`src/rtl/symbol_slicer_demapper.sv`:
```
// 4-ASK Gray slicer with block-averaged adaptive outer threshold and
// delayed-reference symbol error counting for SER/BER measurement.
module symbol_slicer_demapper #(
  parameter int                      WIDTH       = 18,
  parameter int                      LOG2_BLOCK  = 8,
  parameter logic signed [WIDTH-1:0] INIT_THRESH = 18'sd65536,
  parameter int                      REF_DELAY   = 4,
  parameter int                      CNT_WIDTH   = 16
) (
  input  logic                    sys_clk,
  input  logic                    reset_n,
  input  logic                    sym_clk_ena,
  input  logic signed [WIDTH-1:0] decision_variable,
  input  logic [1:0]              ref_sym,
  input  logic                    clr_counts,
  output logic [1:0]              sym_out,
  output logic                    sym_valid,
  output logic [WIDTH-1:0]        threshold,
  output logic                    tracking,
  output logic [CNT_WIDTH-1:0]    sym_count,
  output logic [CNT_WIDTH-1:0]    err_count
);

  localparam int              AW       = WIDTH + LOG2_BLOCK;
  localparam logic [WIDTH-1:0] MAX_POS = {1'b0, {(WIDTH-1){1'b1}}};
  localparam logic [WIDTH-1:0] MIN_NEG = {1'b1, {(WIDTH-1){1'b0}}};
  localparam logic [WIDTH-1:0] ONE_W   = {{(WIDTH-1){1'b0}}, 1'b1};
  localparam logic [3:0]       FILL_MAX = 4'(REF_DELAY);

  typedef enum logic {ACQUIRE = 1'b0, TRACK = 1'b1} state_t;

  state_t                 r_state;
  logic                   r_tracking;
  logic [WIDTH-1:0]       r_thresh;
  logic [AW-1:0]          r_acc;
  logic [LOG2_BLOCK-1:0]  r_blk;
  logic [1:0]             r_sym;
  logic                   r_valid;
  logic [3:0]             r_fill;
  logic [1:0]             r_ref [REF_DELAY];
  logic [CNT_WIDTH-1:0]   r_sym_cnt;
  logic [CNT_WIDTH-1:0]   r_err_cnt;

  logic [WIDTH-1:0]       w_x;
  logic [WIDTH-1:0]       w_abs;
  logic                   w_ge;
  logic [1:0]             w_slice;
  logic [AW-1:0]          w_acc_sum;
  logic                   w_blk_done;
  logic                   w_cmp;
  logic                   w_mis;

  // Most negative input cannot be negated in WIDTH bits, so clamp it.
  assign w_x = decision_variable;
  always_comb begin
    w_abs = w_x;
    if (w_x[WIDTH-1]) begin
      w_abs = (w_x == MIN_NEG) ? MAX_POS : (~w_x + ONE_W);
    end
  end

  assign w_ge       = (w_abs >= r_thresh);
  assign w_slice    = w_x[WIDTH-1] ? (w_ge ? 2'b00 : 2'b01) : (w_ge ? 2'b10 : 2'b11);
  assign w_acc_sum  = r_acc + {{LOG2_BLOCK{1'b0}}, w_abs};
  assign w_blk_done = &r_blk;
  assign w_cmp      = sym_clk_ena && (r_state == TRACK) && (r_fill == FILL_MAX);
  assign w_mis      = w_cmp && (r_ref[REF_DELAY-1] != w_slice);

  always_ff @(posedge sys_clk or negedge reset_n) begin
    if (!reset_n) begin
      r_sym   <= 2'b00;
      r_valid <= 1'b0;
    end else begin
      r_valid <= sym_clk_ena;
      if (sym_clk_ena) r_sym <= w_slice;
    end
  end

  // Threshold estimation and acquisition FSM; the completing strobe still
  // sliced against the old threshold above.
  always_ff @(posedge sys_clk or negedge reset_n) begin
    if (!reset_n) begin
      r_state    <= ACQUIRE;
      r_tracking <= 1'b0;
      r_thresh   <= INIT_THRESH;
      r_acc      <= '0;
      r_blk      <= '0;
    end else if (sym_clk_ena) begin
      r_blk <= r_blk + 1'b1;
      if (w_blk_done) begin
        r_thresh   <= w_acc_sum[AW-1:LOG2_BLOCK];
        r_acc      <= '0;
        r_state    <= TRACK;
        r_tracking <= 1'b1;
      end else begin
        r_acc <= w_acc_sum;
      end
    end
  end

  always_ff @(posedge sys_clk or negedge reset_n) begin
    if (!reset_n) begin
      r_fill   <= '0;
      r_ref[0] <= 2'b00;
    end else if (sym_clk_ena) begin
      r_ref[0] <= ref_sym;
      if (r_fill != FILL_MAX) r_fill <= r_fill + 1'b1;
    end
  end

  generate
    for (genvar gi = 1; gi < REF_DELAY; gi++) begin : g_ref_dly
      always_ff @(posedge sys_clk or negedge reset_n) begin
        if (!reset_n)         r_ref[gi] <= 2'b00;
        else if (sym_clk_ena) r_ref[gi] <= r_ref[gi-1];
      end
    end
  endgenerate

  always_ff @(posedge sys_clk or negedge reset_n) begin
    if (!reset_n) begin
      r_sym_cnt <= '0;
      r_err_cnt <= '0;
    end else if (clr_counts) begin
      r_sym_cnt <= '0;
      r_err_cnt <= '0;
    end else begin
      if (w_cmp && (r_sym_cnt != '1)) r_sym_cnt <= r_sym_cnt + 1'b1;
      if (w_mis && (r_err_cnt != '1)) r_err_cnt <= r_err_cnt + 1'b1;
    end
  end

  assign sym_out   = r_sym;
  assign sym_valid = r_valid;
  assign threshold = r_thresh;
  assign tracking  = r_tracking;
  assign sym_count = r_sym_cnt;
  assign err_count = r_err_cnt;

endmodule

```
`config.mk`:
```
export PLATFORM = sky130hd
export DESIGN_NAME = symbol_slicer_demapper
export DESIGN_NICKNAME = d
export VERILOG_FILES = /design/src/rtl/symbol_slicer_demapper.sv
export SDC_FILE = /design/constraint.sdc
export NUM_CORES = 1
export LEC_CHECK = 0
export CELL_PAD_IN_SITES_DETAIL_PLACEMENT = 0
export CELL_PAD_IN_SITES_GLOBAL_PLACEMENT = 2
export CORE_MARGIN = 2
export CORE_UTILIZATION = 35
export DETAILED_ROUTE_END_ITERATION = 16
export HOLD_SLACK_MARGIN = 0.15
export PLACE_DENSITY = 0.92
export SLEW_MARGIN = 20
export SYNTH_ARGS = -nofsm -noshare
export SYNTH_HDL_FRONTEND = slang
export SYNTH_SLANG_ARGS = --single-unit
```
`constraint.sdc`:
```
create_clock -name sys_clk -period 3.3 [get_ports sys_clk]
set_input_delay 0.66 -clock sys_clk [delete_from_list [all_inputs] [get_ports sys_clk]]
set_output_delay 0.66 -clock sys_clk [all_outputs]
set_load 0.01 [all_outputs]
```
# ---- Yosys cells after proc, flatten, opt, wreduce, memory -nomap -nowiden
# Cells that the tools add are included.
dict set report classes {
  eq_ne 6
  addsub 6
  n_bitwise 1
  reduce_logical 10
  mux 10
  order_cmp 1
}
# op count
set ops {}
lappend ops {{$mux W16} 4}
lappend ops {{$mux W18} 2}
lappend ops {{$add A16 B1 Y16 const B} 2}
lappend ops {{$ne A16 B16 Y1 const B} 2}
lappend ops {{$add A26 B18 Y26} 1}
lappend ops {{$mux W26} 1}
lappend ops {{$add A18 B1 Y18 const B} 1}
lappend ops {{$eq A18 B18 Y1 const B} 1}
lappend ops {{$ge A18 B18 Y1} 1}
lappend ops {{$not A18 Y18} 1}
lappend ops {{$reduce_and A9 Y1} 1}
lappend ops {{$add A8 B1 Y8 const B} 1}
lappend ops {{$reduce_and A8 Y1} 1}
lappend ops {{$logic_and A1 B1 Y1} 5}
lappend ops {{$add A4 B1 Y4 const B} 1}
lappend ops {{$eq A4 B3 Y1 const B} 1}
lappend ops {{$ne A4 B3 Y1 const B} 1}
lappend ops {{$reduce_bool A2 Y1} 2}
lappend ops {{$mux W1} 2}
lappend ops {{$mux W2} 1}
lappend ops {{$ne A2 B2 Y1} 1}
lappend ops {{$reduce_and A2 Y1} 1}
dict set report totals {
  regBits 100
  inputBits 24
  output_inout_bits 54
  elab_cells 47
}

# ---- Depth between registers and ports, before layout
# Gate-level depths: netlist (run 1).
dict set report depth {
  ltp_word 12
  depth_mapped 17
  mapped_depth_nobuf 16
}

# ---- Worst setup path after synthesis (run 1)
# Ideal clock, no wire load.
dict set report synth_path {
  kind {input to register}
  from {in decision_variable[11]}
  to {reg r_err_cnt[1] (netlist: err_count[1])}
  t_arrival_ns 4.392
  n_path_buf 3
  setup_slack_ns -1.224
  required_ns 3.168
  path_stages 15
  setup_ns 0.132
  cell_sequence {or3_4 > or4_4 > or4b_4 > or2_4 > buf_6 > nand2_1 > ha_1 > a21o_1 > a2111oi_0 > a21oi_1 > o2111ai_1 > buf_2 > buf_2 > mux2i_1 > nor2_1}
}
dict set report synth_via {
  elab_chain_cells 11
  word_cells_on_any_way 13
}
# item line_no
set synth_rtl {}
lappend synth_rtl {{start: declaration} 13} ;# input logic signed [WIDTH-1:0] decision_variable,
lappend synth_rtl {{$not A18 Y18} 58} ;# w_abs = (w_x == MIN_NEG) ? MAX_POS : (~w_x + ONE_W);
lappend synth_rtl {{$add A18 B1 Y18} 58}
lappend synth_rtl {{$mux W18} 58}
lappend synth_rtl {{$mux W18 *} 57} ;# if (w_x[WIDTH-1]) begin
lappend synth_rtl {{$ge A18 B18 Y1 *} 62} ;# assign w_ge = (w_abs >= r_thresh);
lappend synth_rtl {{$mux W1} 63} ;# assign w_slice = w_x[WIDTH-1] ? (w_ge ? 2'b00 : 2'b01) : (w_ge ? 2'b10 : 2'b11);
lappend synth_rtl {{$mux W2 *} 63}
lappend synth_rtl {{$ne A2 B2 Y1 *} 67} ;# assign w_mis = w_cmp && (r_ref[REF_DELAY-1] != w_slice);
lappend synth_rtl {{$logic_and A1 B1 Y1 *} 67}
lappend synth_rtl {{$logic_and A1 B1 Y1 *} 129} ;# if (w_mis && (r_err_cnt != '1)) r_err_cnt <= r_err_cnt + 1'b1;
lappend synth_rtl {{$reduce_bool A2 Y1 (no line) *} n/a}
lappend synth_rtl {{end signal: assignment} 129}
lappend synth_rtl {{end: declaration} 42} ;# logic [CNT_WIDTH-1:0] r_err_cnt;
# Every way passes the cells marked *; elsewhere a longest branch is shown, timed or not.
# A chain may end at the register's enable or synchronous reset.

# ---- Worst setup path in the final report (run 1)
dict set report layout_path {
  from {in decision_variable[9]}
  to {reg r_err_cnt[11] (netlist: err_count[11])}
}
# Same word-level chain as after synthesis.

==> PnR_summary.wiki, run 1 <==
{| class="wikitable"
! Metric !! Value
|-
| Iteration count of the initial detailed-routing pass || 4
|-
| Period minus WS final || between 4000 and 5000 ps
|-
| Part of the power in the clock network || approximately 20%
|-
| Total power after layout || about 5.3 mW
|-
| Total inserted antenna cells || 0
|-
| Share of cells above drive strength 1 || between 30% and 40%
|-
| Biggest area contributors in the synthesized netlist || sky130_fd_sc_hd__dfrtp_1, sky130_fd_sc_hd__ha_1, sky130_fd_sc_hd__nand2_1, sky130_fd_sc_hd__xor2_1, sky130_fd_sc_hd__xnor2_1
|-
| Number of warnings printed during yosys synthesis || 0
|-
| Post-Synthesis Net Count || 730
|-
| Number of remaining DRC errors || 0
|-
| Number of placed I/O pins || 78
|-
| Floorplan Core Area || about 0.017 mm²
|-
| Worst slew pin tran || 731 ps
|-
| Share of synthesized area occupied by flip-flops and latches || between 40% and 50%
|-
| Worst hold slack || between 200 and 300 ps
|-
| Placed cell count || roughly 1000
|-
| Violations in the final reports || negative setup slack
|-
| Final antenna-violating net count || 0
|-
| Pwr Density || 569 mW/mm²
|-
| Leakage power figure || slightly below 4 nW
|-
| Overall overflow remaining after global route || 0
|-
| Most frequently used flop master after synthesis || sky130_fd_sc_hd__dfrtp_1
|-
| Final wirelength || around 19000 µm
|-
| Critical path cell sequence || buf_6, or3_4, or4_4, or4b_4, or2_4, buf_4, buf_4, nand2_4, ha_4, a21oi_2, o21ai_2, a2111oi_4, a21o_1, o2111ai_4, buf_12, or4_4, a21oi_2
|-
| Data arrival time of the critical path || roughly 4700 ps
|-
| Number of H-tree levels || 3
|-
| Synth top area share || roughly 40%
|-
| Top post-synthesis cells by count || sky130_fd_sc_hd__dfrtp_1, sky130_fd_sc_hd__nand2_1, sky130_fd_sc_hd__inv_1
|-
| Critical path start-end classification || in -> reg
|-
| Clock tree from TritonCTS || done
|-
| Outcome || complete, but fails checks
|-
| Slew Limit Fails || 0
|-
| Crit start category || input pin
|-
| Cell taking the most area after synthesis || sky130_fd_sc_hd__dfrtp_1
|-
| Sequential power share || 29.8%
|-
| Chip width || between 100 and 150 µm
|-
| Endpoints failing setup || roughly 60
|-
| Final cycle utilization of the critical path || 135%
|-
| TNS Setup || -55760 ps
|-
| Share of total power consumed by net switching || 36.6%
|-
| Most common cell in the netlist || sky130_fd_sc_hd__dfrtp_1
|-
| FFs w/ async S/R, synth || 100%
|-
| Highest Clock Rate || between 0.2 and 0.25 GHz
|-
| Post-Place Cell Area || 0.00808 mm²
|-
| Maximum number of pins on one net before global-route repair || 40
|-
| Worst R2R Path Depth || 9
|-
| Vias per cell || 5.41
|-
| Complex-gate fraction of the synthesized area || a little under a fifth
|-
| Post-Synth XOR/XNOR Area || roughly 8%
|-
| Count of nets after finishing || between 900 and 1000
|-
| Number of instances in the synthesized netlist || 663
|-
| Yosys cell types || slightly below 70
|-
| Internal power || roughly 3.4 mW
|-
| Maximum capacitance violations || 0
|-
| Synthesized cell area || between 0.006 and 0.007 mm²
|-
| Number of sinks driven by the clock tree || 100
|-
| Clock slew seen by the registers of the worst setup and hold paths || around 80 ps
|-
| Max_slew headroom || about half
|-
| Slowest stage cell, crit path || sky130_fd_sc_hd__or4b_4
|-
| Buffers from clock root to sink, at most || 2
|-
| Post-Synth Simple-Gate Area || 16.6%
|-
| Placer Congestion || slightly below 0.9
|-
| Final worst setup slack || -1170 ps
|-
| Total net switching power || approximately 1.9 mW
|-
| Worst hold-check path type || in -> async
|-
| Synth Area in Adders || 8.84%
|-
| DIE AREA || about 0.019 mm²
|-
| Count of input and output buffers || 77
|-
| DR vias || between 5000 and 6000
|-
| Clock Latency Late Sink || approximately 360 ps
|-
| Worst ir drop on vdd || about 310 µV
|-
| Synth-to-Final Area Change || 50.4%
|-
| All-Layer GR Usage || around a fifth
|-
| Final non-filler cell total || between 1000 and 1500
|-
| Final std cell area, no fill || approximately 0.0093 mm²
|-
| Dominant combinational cell family by area after synthesis || compound AO/OA/AOI/OAI gates
|-
| EDFF count, synth || 0
|-
| Syn Area/Cell || roughly 9.3 µm²
|-
| Routed wire length per instance || 17.3 µm
|-
| Finished Core Util || between 50% and 60%
|-
| Die height || between 100 and 150 µm
|-
| Setup repair after global routing missed its margin || true
|-
| Combinational cell fraction of total power || around half
|-
| Initial antenna violation count || 0
|-
| Count of state elements after synthesis || 100
|-
| Detailed Place HPWL || 13300 µm
|-
| Cts bufs inserted || 9
|-
| Number of hold buffers added after CTS || 0
|-
| Initial Utilization || a little over a third
|-
| Crit Path Max Fanout || 7
|-
| Worst slack at placement || -1750 ps
|-
| Capturing element type of the critical path || flip-flop
|-
| Required time of the worst setup path || ~3600 ps
|-
| Total number of placement rows || 48
|-
| Vias in the first global route || ~6000
|-
| First-pass GRT wire length || ~30000 µm
|-
| Post-Route Skew || 10.2 ps
|-
| Number of hold violations in the final report || 0
|-
| Proportion of synthesized area in mux cells || 2.29%
|-
| Detailed router's first-iteration violation count || 234
|-
| Clock Tree Root || sky130_fd_sc_hd__clkbuf_16
|-
| Max incr delay on CP || about 550 ps
|}
[final cells by class]
type / count / area, µm²
timing repair buffer: 215 / 1950
sequential: 100 / 2500
multi-input combinational: 493 / 4060
inverter: 45 / 171
clock inverter: 6 / 68.8
fill: 1530 / 8020
clock buffer: 10 / 239
tap: 225 / 282
[logic make-up (layout without fill, tap and decap cells)]
logic type,count (synthesis),in the layout
compound gates,174,174
xor+xnor,57,57
fa+ha+maj,43,43
buf+inv,70,276
flops,100,100
mux,13,13
simple gates,206,206
[state kept, by name (all words and copies together) (netlist names)]
register	flops
threshold	18
sym_valid	1
sym_out	2
r_blk	8
tracking	1
r_fill	4
r_ref	8
r_acc	26
sym_count	16
err_count	16
[power by group through the flow]
stage / combinational (mW) / sequential (mW) / clock, mW
3_3_place_gp: 1.98 / 1.57 / 0
4_1_cts: 2.26 / 1.56 / 1.11
3_5_place_dp: 2.05 / 1.58 / 0
5_1_grt: 2.86 / 1.59 / 1.17
2_1_floorplan: 1.29 / 1.54 / 0
6_report: 2.63 / 1.58 / 1.08
[routing by layer]
metal / track usage [%] / vias up / part of all wire, %
met1: 27.0 / 2920 / 44
met3: 3.52 / 38 / 4.5
li1: - / 2807 / -
met4: 8.25 / 0 / 2.7
met2: 33.2 / 157 / 48
met5: 0 / - / 0
[critical path: cells and delay by family]
kind / cells / cell delay (ps)
AO/OA/AOI/OAI: 6 / 1060
adder cells (fa/ha/maj): 1 / 210
buffers and inverters: 4 / 590
AND/OR/NAND/NOR: 6 / 2220
[final timing paths]
| kind | from | slack [ps] | endpoint |
|---|---|---|---|
| setup / recovery | decision_variable[9] | -1170 | err_count[11] |
| hold / removal | reset_n | 260 | sym_out[1] |
| setup reg to reg | threshold[7] | 620 | err_count[11] |
| max in group asynchronous | reset_n | 2260 | threshold[13] |
| min in group sys_clk | r_blk[6] | 480 | r_blk[6] |
| hold reg to reg | r_blk[6] | 480 | r_blk[6] |
[cells in the final DEF (no fill, tap or decap), types with 7 or more instances in the layout]
master	count
sky130_fd_sc_hd__or4_4	10
sky130_fd_sc_hd__a21oi_2	17
sky130_fd_sc_hd__clkbuf_16	11
sky130_fd_sc_hd__xnor2_1	19
sky130_fd_sc_hd__o2bb2ai_1	10
sky130_fd_sc_hd__dfrtp_1	99
sky130_fd_sc_hd__nand2_1	65
sky130_fd_sc_hd__xnor2_2	8
sky130_fd_sc_hd__buf_6	17
sky130_fd_sc_hd__ha_4	11
sky130_fd_sc_hd__clkdlybuf4s50_1	70
sky130_fd_sc_hd__a21oi_1	18
sky130_fd_sc_hd__mux2_2	9
sky130_fd_sc_hd__xor2_1	27
sky130_fd_sc_hd__o31ai_1	13
sky130_fd_sc_hd__inv_1	42
sky130_fd_sc_hd__and3_1	8
sky130_fd_sc_hd__a31oi_1	7
sky130_fd_sc_hd__nor2_1	36
sky130_fd_sc_hd__ha_1	29
sky130_fd_sc_hd__a21o_1	14
sky130_fd_sc_hd__o21ai_1	26
sky130_fd_sc_hd__nand4_1	15
sky130_fd_sc_hd__buf_4	118
sky130_fd_sc_hd__nand3_1	22
[timing repair]
item	4_1_cts	5_1_grt
pin swaps	40	53
hold endpoints to repair	0	0
resized for setup	67	84
endpoints found under the setup margin	60	60
cloned	2	1
buffers inserted	20	13
No activity file was read; power rests on OpenSTA's default activity.
==> run 2, diff against run 1 <==
==> constraint.sdc (replaced) <==
create_clock -name sys_clk -period 3.3 [get_ports sys_clk]
set_input_delay 0.66 -clock sys_clk [delete_from_list [all_inputs] [get_ports sys_clk]]
set_output_delay 0.66 -clock sys_clk [all_outputs]
set_load 0.05 [all_outputs]
==> PnR_summary.wiki, run 2 (synthesized netlist as in run 1, its figures left out) <==
{| class="wikitable"
! Metric !! Value
|-
| Worst hold-check path type || in -> async
|-
| Initial Utilization || 35.7% (unchanged)
|-
| Capturing element type of the critical path || flip-flop
|-
| Slew Limit Fails || 0 (unchanged)
|-
| Worst ir drop on vdd || 369 µV (+18%)
|-
| Worst R2R Path Depth || 11 (+2)
|-
| Violations in the final reports || negative setup slack
|-
| Finished Core Util || 55.6% (+2.0 points)
|-
| Vias per cell || 5.42 (about the same)
|-
| Iteration count of the initial detailed-routing pass || 5 (+1)
|-
| Final std cell area, no fill || 0.00962 mm² (+3.7%)
|-
| Worst slack at placement || -1730 ps (+14.3 ps)
|-
| Leakage power figure || 3.99 nW (+0.75%)
|-
| Data arrival time of the critical path || 4580 ps (-160 ps)
|-
| Final antenna-violating net count || 0 (unchanged)
|-
| Die height || 137 µm (unchanged)
|-
| Floorplan Core Area || 0.0173 mm² (unchanged)
|-
| Number of remaining DRC errors || 0 (unchanged)
|-
| Overall overflow remaining after global route || 0 (unchanged)
|-
| Endpoints failing setup || 58 (-1.7%)
|-
| Reg-to-Reg Start || threshold[16]
|-
| Number of flip-flops in the largest register || 26 (unchanged)
|-
| Buffers from clock root to sink, at most || 2 (unchanged)
|-
| Maximum capacitance violations || 0 (unchanged)
|-
| Clock slew seen by the registers of the worst setup and hold paths || 70 ps (about the same)
|-
| Worst hold slack || 355 ps (+90.3 ps)
|-
| Commonest non-fill, non-tap cell in the layout || sky130_fd_sc_hd__buf_4
|-
| Maximum number of pins on one net before global-route repair || 52 (+30%)
|-
| Top register by number of flip-flops || r_acc
|-
| Number of sinks driven by the clock tree || 100 (unchanged)
|-
| Total inserted antenna cells || 0 (unchanged)
|-
| Number of hold violations in the final report || 0 (unchanged)
|-
| Chip width || 137 µm (unchanged)
|-
| Outcome || complete, but fails checks
|-
| Fillers || 1485 (-2.9%)
|-
| Post-Route Skew || 6.28 ps (-3.91 ps)
|-
| Initial antenna violation count || 0 (unchanged)
|-
| Detailed Place HPWL || 13000 µm (-2.2%)
|-
| Top library cells by usage in the layout, fill and taps aside || sky130_fd_sc_hd__buf_4, sky130_fd_sc_hd__dfrtp_1, sky130_fd_sc_hd__clkdlybuf4s50_1
|-
| Worst slew pin tran || 740 ps (+9.22 ps)
|-
| Cts bufs inserted || 9 (unchanged)
|-
| Required time of the worst setup path || 3580 ps (about the same)
|-
| Clock Latency Late Sink || 350 ps (about the same)
|-
| Detailed router's first-iteration violation count || 298 (+27%)
|-
| Final worst setup slack || -998 ps (+168 ps)
|-
| Crit Path Max Fanout || 4 (-3)
|-
| Count of input and output buffers || 77 (unchanged)
|-
| Period minus WS final || 4300 ps (-168 ps)
|-
| Highest Clock Rate || 0.233 GHz (+3.9%)
|-
| Reg2reg end || err_count[9]
|-
| Max_slew headroom || 50.7% (-0.46 points)
|-
| Final wirelength || 19800 µm (+4.6%)
|-
| Crit start category || input pin
|-
| First-pass GRT wire length || 30600 µm (+2.2%)
|-
| Clock tree from TritonCTS || done
|-
| Placer Congestion || 0.821 (-5.8%)
|-
| DR vias || 5926 (+0.068%)
|-
| Number of H-tree levels || 3 (unchanged)
|-
| Count of nets after finishing || 931 (unchanged)
|-
| Final cycle utilization of the critical path || 130% (-5.1 points)
|-
| Synth-to-Final Area Change || 56.0%
|-
| All-Layer GR Usage || 21.0% (+0.56 points)
|-
| Reg2Reg Setup Slack || 690 ps (+70 ps)
|-
| Share of cells above drive strength 1 || 36.2% (+4.0 points)
|-
| Number of hold buffers added after CTS || 0 (unchanged)
|-
| DIE AREA || 0.0187 mm² (unchanged)
|-
| Setup repair after global routing missed its margin || true
|-
| Post-Place Cell Area || 0.00806 mm² (-0.31%)
|-
| Clock Tree Root || sky130_fd_sc_hd__clkbuf_16
|-
| Critical path start-end classification || in -> reg
|-
| Pwr Density || 593 mW/mm² (+4.1%)
|-
| Number of placed I/O pins || 78 (unchanged)
|-
| Vias in the first global route || 5964 (-0.13%)
|-
| Total number of placement rows || 48 (unchanged)
|-
| Routed wire length per instance || 18.1 µm (+4.6%)
|}
run 2: per-layer routing:
layer	vias up	global-route usage [%]	part of all wire, %
met3	21	4.33	5.4
li1	2795	-	-
met2	157	35.2	49
met4	0	4.81	1.4
met1	2953	27.8	44
met5	-	0	0
run 2: worst max-delay path, stage by stage:
cell	delay, ps
sky130_fd_sc_hd__buf_2	110
sky130_fd_sc_hd__or3_4	370
sky130_fd_sc_hd__or4_4	430
sky130_fd_sc_hd__or4b_4	510
sky130_fd_sc_hd__or2_4	310
sky130_fd_sc_hd__a31oi_4	200
sky130_fd_sc_hd__buf_6	140
sky130_fd_sc_hd__inv_2	30
sky130_fd_sc_hd__fa_2	360
sky130_fd_sc_hd__nor2b_4	150
sky130_fd_sc_hd__o31ai_4	90
sky130_fd_sc_hd__a211oi_2	270
sky130_fd_sc_hd__a2111o_1	280
sky130_fd_sc_hd__nand4_1	160
sky130_fd_sc_hd__or3_1	410
sky130_fd_sc_hd__o21ai_1	90
run 2: how the worst max path moves through the flow:
| stage | start | endpoint | slack, ps | cells past startpoint |
|---|---|---|---|---|
| 2_1_floorplan | decision_variable[11] | err_count[13] | -960 | 15 |
| 3_3_place_gp | decision_variable[11] | err_count[13] | -1660 | 17 |
| 3_5_place_dp | decision_variable[11] | err_count[3] | -1730 | 17 |
| 4_1_cts | decision_variable[11] | err_count[9] | -950 | 16 |
| 5_1_grt | decision_variable[9] | r_acc[20] | -1060 | 16 |
| 6_report | decision_variable[9] | r_acc[20] | -1000 | 16 |
run 2: power breakdown:
part	leakage (nW)	total (mW)	internal (mW)	switching (mW)
sequential	1.32	1.58	1.41	0.175
combinational	2.52	2.94	1.52	1.42
clock	0.151	1.18	0.672	0.505
total	3.99	5.70	3.61	2.10
run 2: what timing repair did:
item / 4_1_cts / 5_1_grt
gates resized for setup: 130 / 88
endpoints found under the setup margin: 60 / 59
pin swaps: 63 / 46
hold endpoints to repair: 0 / 0
buffers inserted: 26 / 11
cloned: 2 / 0
run 2: through the flow:
stage	TNS [ps]	std cells	power, mW
after global routing	-49880	1094	6.01
after floorplan	-44050	663	2.83
after global placement	-86440	1043	3.56
after detailed placement	-88320	1043	3.63
final	-45090	1094	5.70
after CTS	-42640	1086	5.38
run 2: final cells by class:
cell class                 count  area [µm²]  area share (%)
multi-input combinational    493        4430            46.0
sequential                   100        2500            26.0
clock inverter                 5        85.1           0.884
tap                          225         282            2.93
timing repair buffer         215        1930            20.0
inverter                      45         169            1.76
clock buffer                  11         233            2.42
